### config.mk
export PLATFORM = sky130hd
export DESIGN_NAME = soc_string2index
export DESIGN_NICKNAME = d
export VERILOG_FILES = /design/src/rtl/soc_optimsoc_functions.sv /design/src/rtl/soc_string2index_digit.sv /design/src/rtl/soc_string2index.sv
export SDC_FILE = /design/constraint.sdc
export NUM_CORES = 1
export LEC_CHECK = 0
export BUFFER_PORTS_ARGS = -buffer_cell sky130_fd_sc_hd__buf_4
export CELL_PAD_IN_SITES_DETAIL_PLACEMENT = 1
export CELL_PAD_IN_SITES_GLOBAL_PLACEMENT = 1
export CORE_MARGIN = 1
export CORE_UTILIZATION = 47
export DETAILED_ROUTE_END_ITERATION = 8
export MAX_ROUTING_LAYER = met4
export PLACE_DENSITY_LB_ADDON = 0.15
export SKIP_CTS_REPAIR_TIMING = 1
export SLEW_MARGIN = 20
export SYNTH_ARGS = -nofsm -noshare
export SYNTH_HDL_FRONTEND = slang
export SYNTH_SLANG_ARGS = --single-unit
### constraint.sdc
create_clock -name clk -period 9.7 [get_ports clk]
set_input_delay 1.455 -clock clk [delete_from_list [all_inputs] [get_ports clk]]
set_output_delay 1.455 -clock clk [all_outputs]
set_load 0.005 [all_outputs]
### src/rtl/soc_optimsoc_functions.sv
// Shared helpers and constants for the SoC string/index conversion blocks.
// Holds the ASCII digit range, the decoder state type and a width helper.
package soc_optimsoc_functions;

   localparam logic [7:0] ASCII_ZERO = 8'd48;
   localparam logic [7:0] ASCII_NINE = 8'd57;

   typedef enum logic [1:0] {
      ST_ACCUM = 2'd0,
      ST_DRAIN = 2'd1,
      ST_EMIT  = 2'd2
   } s2i_state_e;

   // Bits needed to hold the values 0 .. n-1.
   function automatic int clog2_width(input longint n);
      int w;
      w = 0;
      while ((64'sd1 <<< w) < n) begin
         w = w + 1;
      end
      return w;
   endfunction

endpackage

### src/rtl/soc_string2index_digit.sv
// Classifies one ASCII character as a decimal digit and returns its value.
// Purely combinational; no latency and no flow control.
module soc_string2index_digit
   import soc_optimsoc_functions::*;
(
   input  logic [7:0] char_i,
   output logic       is_digit_o,
   output logic [3:0] value_o
);

   logic [7:0] offset;

   always_comb begin
      offset     = char_i - ASCII_ZERO;
      is_digit_o = (char_i >= ASCII_ZERO) && (char_i <= ASCII_NINE);
      value_o    = is_digit_o ? offset[3:0] : 4'd0;
   end

endmodule

### src/rtl/soc_string2index.sv
// Decodes a streamed ASCII decimal string (MSD first) into an integer with error flag.
// Result valid 1 cycle after the last beat; in_ready stays low until the result is taken.
module soc_string2index
   import soc_optimsoc_functions::*;
#(
   parameter int MAX_DIGITS  = 3,
   parameter int VALUE_WIDTH = 10
) (
   input  logic                   clk,
   input  logic                   rst_n,
   input  logic [7:0]             in_char,
   input  logic                   in_last,
   input  logic                   in_valid,
   output logic                   in_ready,
   output logic [VALUE_WIDTH-1:0] out_value,
   output logic                   out_error,
   output logic                   out_valid,
   input  logic                   out_ready
);

   localparam int ACC_W = VALUE_WIDTH + 4;
   localparam int CNT_W = (clog2_width(MAX_DIGITS + 1) < 1) ? 1 : clog2_width(MAX_DIGITS + 1);

   generate
      if (VALUE_WIDTH < clog2_width(10 ** MAX_DIGITS)) begin : g_width_chk
         $error("soc_string2index: VALUE_WIDTH too small for MAX_DIGITS");
      end
   endgenerate

   s2i_state_e        state_q, state_d;
   logic [ACC_W-1:0]  acc_q, acc_d;
   logic [CNT_W-1:0]  cnt_q, cnt_d;
   logic              err_q, err_d;
   logic              ready_q;

   logic              is_digit;
   logic [3:0]        digit_val;
   logic              beat;
   logic              bad_beat;
   logic              acc_ovf;

   soc_string2index_digit u_digit (
      .char_i     (in_char),
      .is_digit_o (is_digit),
      .value_o    (digit_val)
   );

   always_ff @(posedge clk or negedge rst_n) begin
      if (!rst_n) begin
         state_q <= ST_ACCUM;
         acc_q   <= '0;
         cnt_q   <= '0;
         err_q   <= 1'b0;
         ready_q <= 1'b0;
      end else begin
         state_q <= state_d;
         acc_q   <= acc_d;
         cnt_q   <= cnt_d;
         err_q   <= err_d;
         ready_q <= 1'b1;
      end
   end

   // Upper accumulator bits can only be set if the width check above was bypassed.
   assign acc_ovf  = |acc_q[ACC_W-1:VALUE_WIDTH];
   assign beat     = in_valid && in_ready;
   assign bad_beat = !is_digit || (cnt_q == CNT_W'(MAX_DIGITS));

   always_comb begin
      state_d   = state_q;
      acc_d     = acc_q;
      cnt_d     = cnt_q;
      err_d     = err_q;
      in_ready  = 1'b0;
      out_valid = 1'b0;
      out_error = 1'b0;
      out_value = '0;

      case (state_q)
         ST_ACCUM: begin
            in_ready = ready_q;
            if (beat) begin
               if (bad_beat) begin
                  err_d = 1'b1;
               end else begin
                  acc_d = acc_q * ACC_W'(10) + ACC_W'(digit_val);
                  cnt_d = cnt_q + CNT_W'(1);
               end
               if (in_last) begin
                  state_d = ST_EMIT;
               end else if (bad_beat) begin
                  state_d = ST_DRAIN;
               end
            end
         end
         ST_DRAIN: begin
            in_ready = ready_q;
            if (beat && in_last) begin
               state_d = ST_EMIT;
            end
         end
         ST_EMIT: begin
            out_valid = 1'b1;
            out_error = err_q || acc_ovf;
            out_value = out_error ? '0 : acc_q[VALUE_WIDTH-1:0];
            if (out_ready) begin
               state_d = ST_ACCUM;
               acc_d   = '0;
               cnt_d   = '0;
               err_d   = 1'b0;
            end
         end
         default: begin
            state_d = ST_ACCUM;
         end
      endcase
   end

endmodule

==> impl_metrics.py <==
metrics = {
    "outcome": {
        "result_of_the_run": "completed",
    },
    "pwr": {
        "power_leakage_nw": 1.06,
        "peakVddDrop_v": 0.0000460,
        "power.density_cell_area_mw_per_mm2": 89.4,
        "fin_total_pwr_mw": 0.190,
    },
    "critical_path": {
        "end_of_the_worst_register_to_register_path": "acc_q[12]",
        "worstPathArrival_ns": 3.98,
        "worst_r2r_startpoint": "acc_q[1]",
        "cp_common_cell": "sky130_fd_sc_hd__nand4_1",
        "path_cells": "buf_4 -> o21ai_0 -> and3b_1 -> and2_1 -> ha_1 -> fa_1 -> a21o_1 -> nand4_1 -> nor3_1 -> nand4_1 -> or4_1 -> nand3_1",
        "critical_path_peak_fanout": 4,
        "timing.critical_path.slowest_cell_delay_ns": 0.52,
        "reg2reg_slack_ns": 6.25,
        "cp-end-kind": "flip-flop",
        "worstPathBufferInverterCount": 1,
        "cp.required_ns": 9.90,
        "kind_of_launch_point_of_the_worst_setup_path": "input port",
        "path_delay_family": "simple AND/OR/NAND/NOR gates",
        "worst_path_max_delay_cell": "sky130_fd_sc_hd__or4_1",
        "worst-r2r-cell-count": 9,
        "worstSetupPathType": "input port to flip-flop",
    },
    "clocking": {
        "num_cts_buffers": 3,
        "clk_path_buf_depth": 2,
        "cts.sinks": 20,
        "cts.clk_slew.worst_paths_ns": 0.08,
        "cts-htree-levels": 1,
        "later_pin_clock_latency_in_the_skew_report_ns": 0.26,
        "cts_tree": "built",
        "cts-root-buf": "sky130_fd_sc_hd__clkbuf_8",
    },
    "sta": {
        "slew-limit-headroom_pct": 45.8,
        "total_count_of_hold_check_failures_in_the_final_report": 0,
        "final.setup.tns_ns": 0,
        "period_needed_ns": 3.78,
        "report.final.slew_viol_count": 0,
        "min_period_over_period_pct": 39.0,
        "layout_skew_ns": 0.00602,
        "timing.final.ws_setup_ns": 5.92,
        "worst_pin_slew_ns": 0.807,
        "timing.final.setup_violations": 0,
        "max_freq_mhz": 265,
        "final_worst_hold_slack_ns": 0.494,
        "rsz0062_at_grt": "no",
    },
    "floorplanning": {
        "core_area_mm2": 0.00369,
        "top_level_ports": 26,
        "floorplan.die.width_um": 64.2,
        "rows": 22,
        "die_y_um": 64.2,
        "starting_density_of_the_core_pct": 49.3,
        "die-area_mm2": 0.00412,
    },
    "global_routing": {
        "grt_overflow": 0,
        "busiest_layer": "met2",
        "grt.met1_usage_pct": 30.9,
        "globalRouteMet2Util_pct": 45.1,
        "first_pass_grt_wire_length_um": 8020,
        "antenna_violations_before_repair": 0,
        "grtUsageMet3_pct": 1.43,
        "grt_start_max_net_pins": 21,
        "first_global_vias": 1725,
        "total_track_usage_pct": 25.7,
    },
    "detailed_routing": {
        "drtIter0Drc": 67,
        "detail_route.drc_violations": 0,
        "vias_per_cell": 5.92,
        "via_count": 1610,
        "final_antenna_net_count": 0,
        "detailedRoute.firstPassIterationCount": 4,
        "routed_wire_length_um": 4620,
        "detail_route.wl_per_cell_um": 17.0,
    },
    "synth": {
        "syn_nets": 237,
        "postSynth.asyncResetShare_pct": 100,
        "yosys_cell_types": 50,
        "number_of_synthesized_flops_with_an_enable_pin": 0,
        "count_of_warnings_emitted_by_yosys": 0,
        "syn-instance-count": 199,
        "synthesis.area_mm2": 0.00182,
        "part_of_the_yosys_area_used_for_sequential_elements_pct": 27.5,
        "synthFlopType": "sky130_fd_sc_hd__dfrtp_1",
        "synthesis.area_per_instance_um2": 9.13,
        "ys_seq_elements": 20,
    },
    "final_layout": {
        "final_nets": 263,
        "layout.cells.most_common_list": "sky130_fd_sc_hd__buf_4, sky130_fd_sc_hd__ha_1, sky130_fd_sc_hd__nand2_1",
        "fin_util_pct": 57.5,
        "syn_to_final_growth_pct": 16.7,
        "share_of_final_layout_standard_cells_stronger_than_drive_strength_1_pct": 17.4,
        "antenna-diode-count": 0,
        "commonest_non_fill_non_tap_cell_in_the_layout": "sky130_fd_sc_hd__buf_4",
    },
    "min_path": {
        "hold_path_end": "acc_q[13]",
        "worstHoldStart": "acc_q[13]",
        "min_path_cells": 2,
        "kind_of_path_behind_the_tightest_hold_check": "flip-flop to flip-flop",
    },
    "place": {
        "place.detailed.hpwl_um": 3750,
        "gp_congestion": 0.804,
        "buffer_ports.inserted": 25,
        "pre_cts_ws_ns": 5.65,
    },
    "run": {
        "cap_viol_max_count": 0,
    },
}
-- registers in the layout, indices dropped and copies added, names as in the netlist --
| signal | cells |
|---|---|
| acc_q | 14 |
| err_q | 1 |
| cnt_q | 2 |
| state_q | 2 |
| ready_q | 1 |
-- power by group --
group          internal [mW]  leakage, nW  switching [mW]
Clock                 0.0551       0.0357          0.0298
Combinational        0.00786        0.753         0.00785
Sequential            0.0857        0.270         0.00336
-- per-stage QoR --
stage | area (um^2) | std cells
after floorplan | 1820 | 199
after global placement | 2050 | 268
after detailed placement | 2050 | 268
after CTS | 2120 | 272
after global routing | 2120 | 272
final | 2120 | 272
-- cells in the mapped netlist (2+ instances only) --
cell                       instances  share of area [%]
sky130_fd_sc_hd__ha_1             23                 16
sky130_fd_sc_hd__nand2_1          22                4.5
sky130_fd_sc_hd__dfrtp_1          20                 28
sky130_fd_sc_hd__and2_1           16                5.5
sky130_fd_sc_hd__o21ai_0          15                4.1
sky130_fd_sc_hd__nor2_1           11                2.3
sky130_fd_sc_hd__nor3_1            7                1.9
sky130_fd_sc_hd__xor2_1            7                3.4
sky130_fd_sc_hd__a21oi_1           5                1.4
sky130_fd_sc_hd__a21o_1            4                1.7
sky130_fd_sc_hd__clkbuf_1          4               0.83
sky130_fd_sc_hd__inv_1             4               0.83
sky130_fd_sc_hd__nand3_1           4                1.1
sky130_fd_sc_hd__xnor2_1           4                1.9
sky130_fd_sc_hd__a22o_1            3                1.4
sky130_fd_sc_hd__nand2b_1          3                1.0
sky130_fd_sc_hd__nand4_1           3                1.0
sky130_fd_sc_hd__or4_1             3                1.2
sky130_fd_sc_hd__a31oi_1           2               0.69
sky130_fd_sc_hd__and3b_1           2               0.96
sky130_fd_sc_hd__fa_1              2                2.2
sky130_fd_sc_hd__nand4_2           2                1.4
sky130_fd_sc_hd__nor3b_1           2               0.83
sky130_fd_sc_hd__nor4_2            2                1.4
sky130_fd_sc_hd__o31ai_1           2               0.83
sky130_fd_sc_hd__or3_1             2               0.69
sky130_fd_sc_hd__or4b_1            2                1.1
-- worst max path at each step --
stage	startpoint	to	slack, ns	depth (start not counted)
6_report	in_char[1]	acc_q[13]	5.92	12
5_1_grt	in_char[1]	acc_q[13]	5.72	12
4_1_cts	in_char[1]	acc_q[13]	5.92	12
3_5_place_dp	in_char[1]	acc_q[13]	5.65	12
3_3_place_gp	in_char[1]	acc_q[13]	5.83	12
2_1_floorplan	in_char[1]	acc_q[13]	6.09	11
-- logic make-up (layout without fill, tap and decap cells) --
kind of cell             after synthesis  in the layout  share of synthesized area [%]
other                                  1              1                          0.206
AO/OA/AOI/OAI                         45             45                           17.4
AND/OR/NAND/NOR                       86             86                           27.2
buffers and inverters                  8             33                           1.65
XOR/XNOR                              13             13                           7.44
adder cells (fa/ha/maj)               25             25                           18.0
multiplexers                           1              1                          0.551
flip-flops                            20             20                           27.5
-- tightest hold or removal path: cells and delay by family, from the launching register on --
family / cells / cell delay [ns]
AND/OR/NAND/NOR: 2 / 0.11
flip-flops: 1 / 0.35
-- cell type report --
| cell class | count | area, um^2 |
|---|---|---|
| clock buffer | 3 | 41.3 |
| multi-input combinational | 171 | 1290 |
| clock inverter | 1 | 30.0 |
| sequential | 20 | 500 |
| timing repair buffer | 25 | 188 |
| fill | 450 | 1570 |
| tap | 48 | 60.1 |
| inverter | 4 | 15.0 |
-- metal layers --
| layer | vias up | wire, um |
|---|---|---|
| met3 | 11 | 107 |
| met5 | - | 0 |
| met1 | 787 | 2050 |
| met4 | 0 | 107 |
| li1 | 782 | - |
| met2 | 30 | 2360 |
Note: power is estimated with default switching activity, not from simulation.
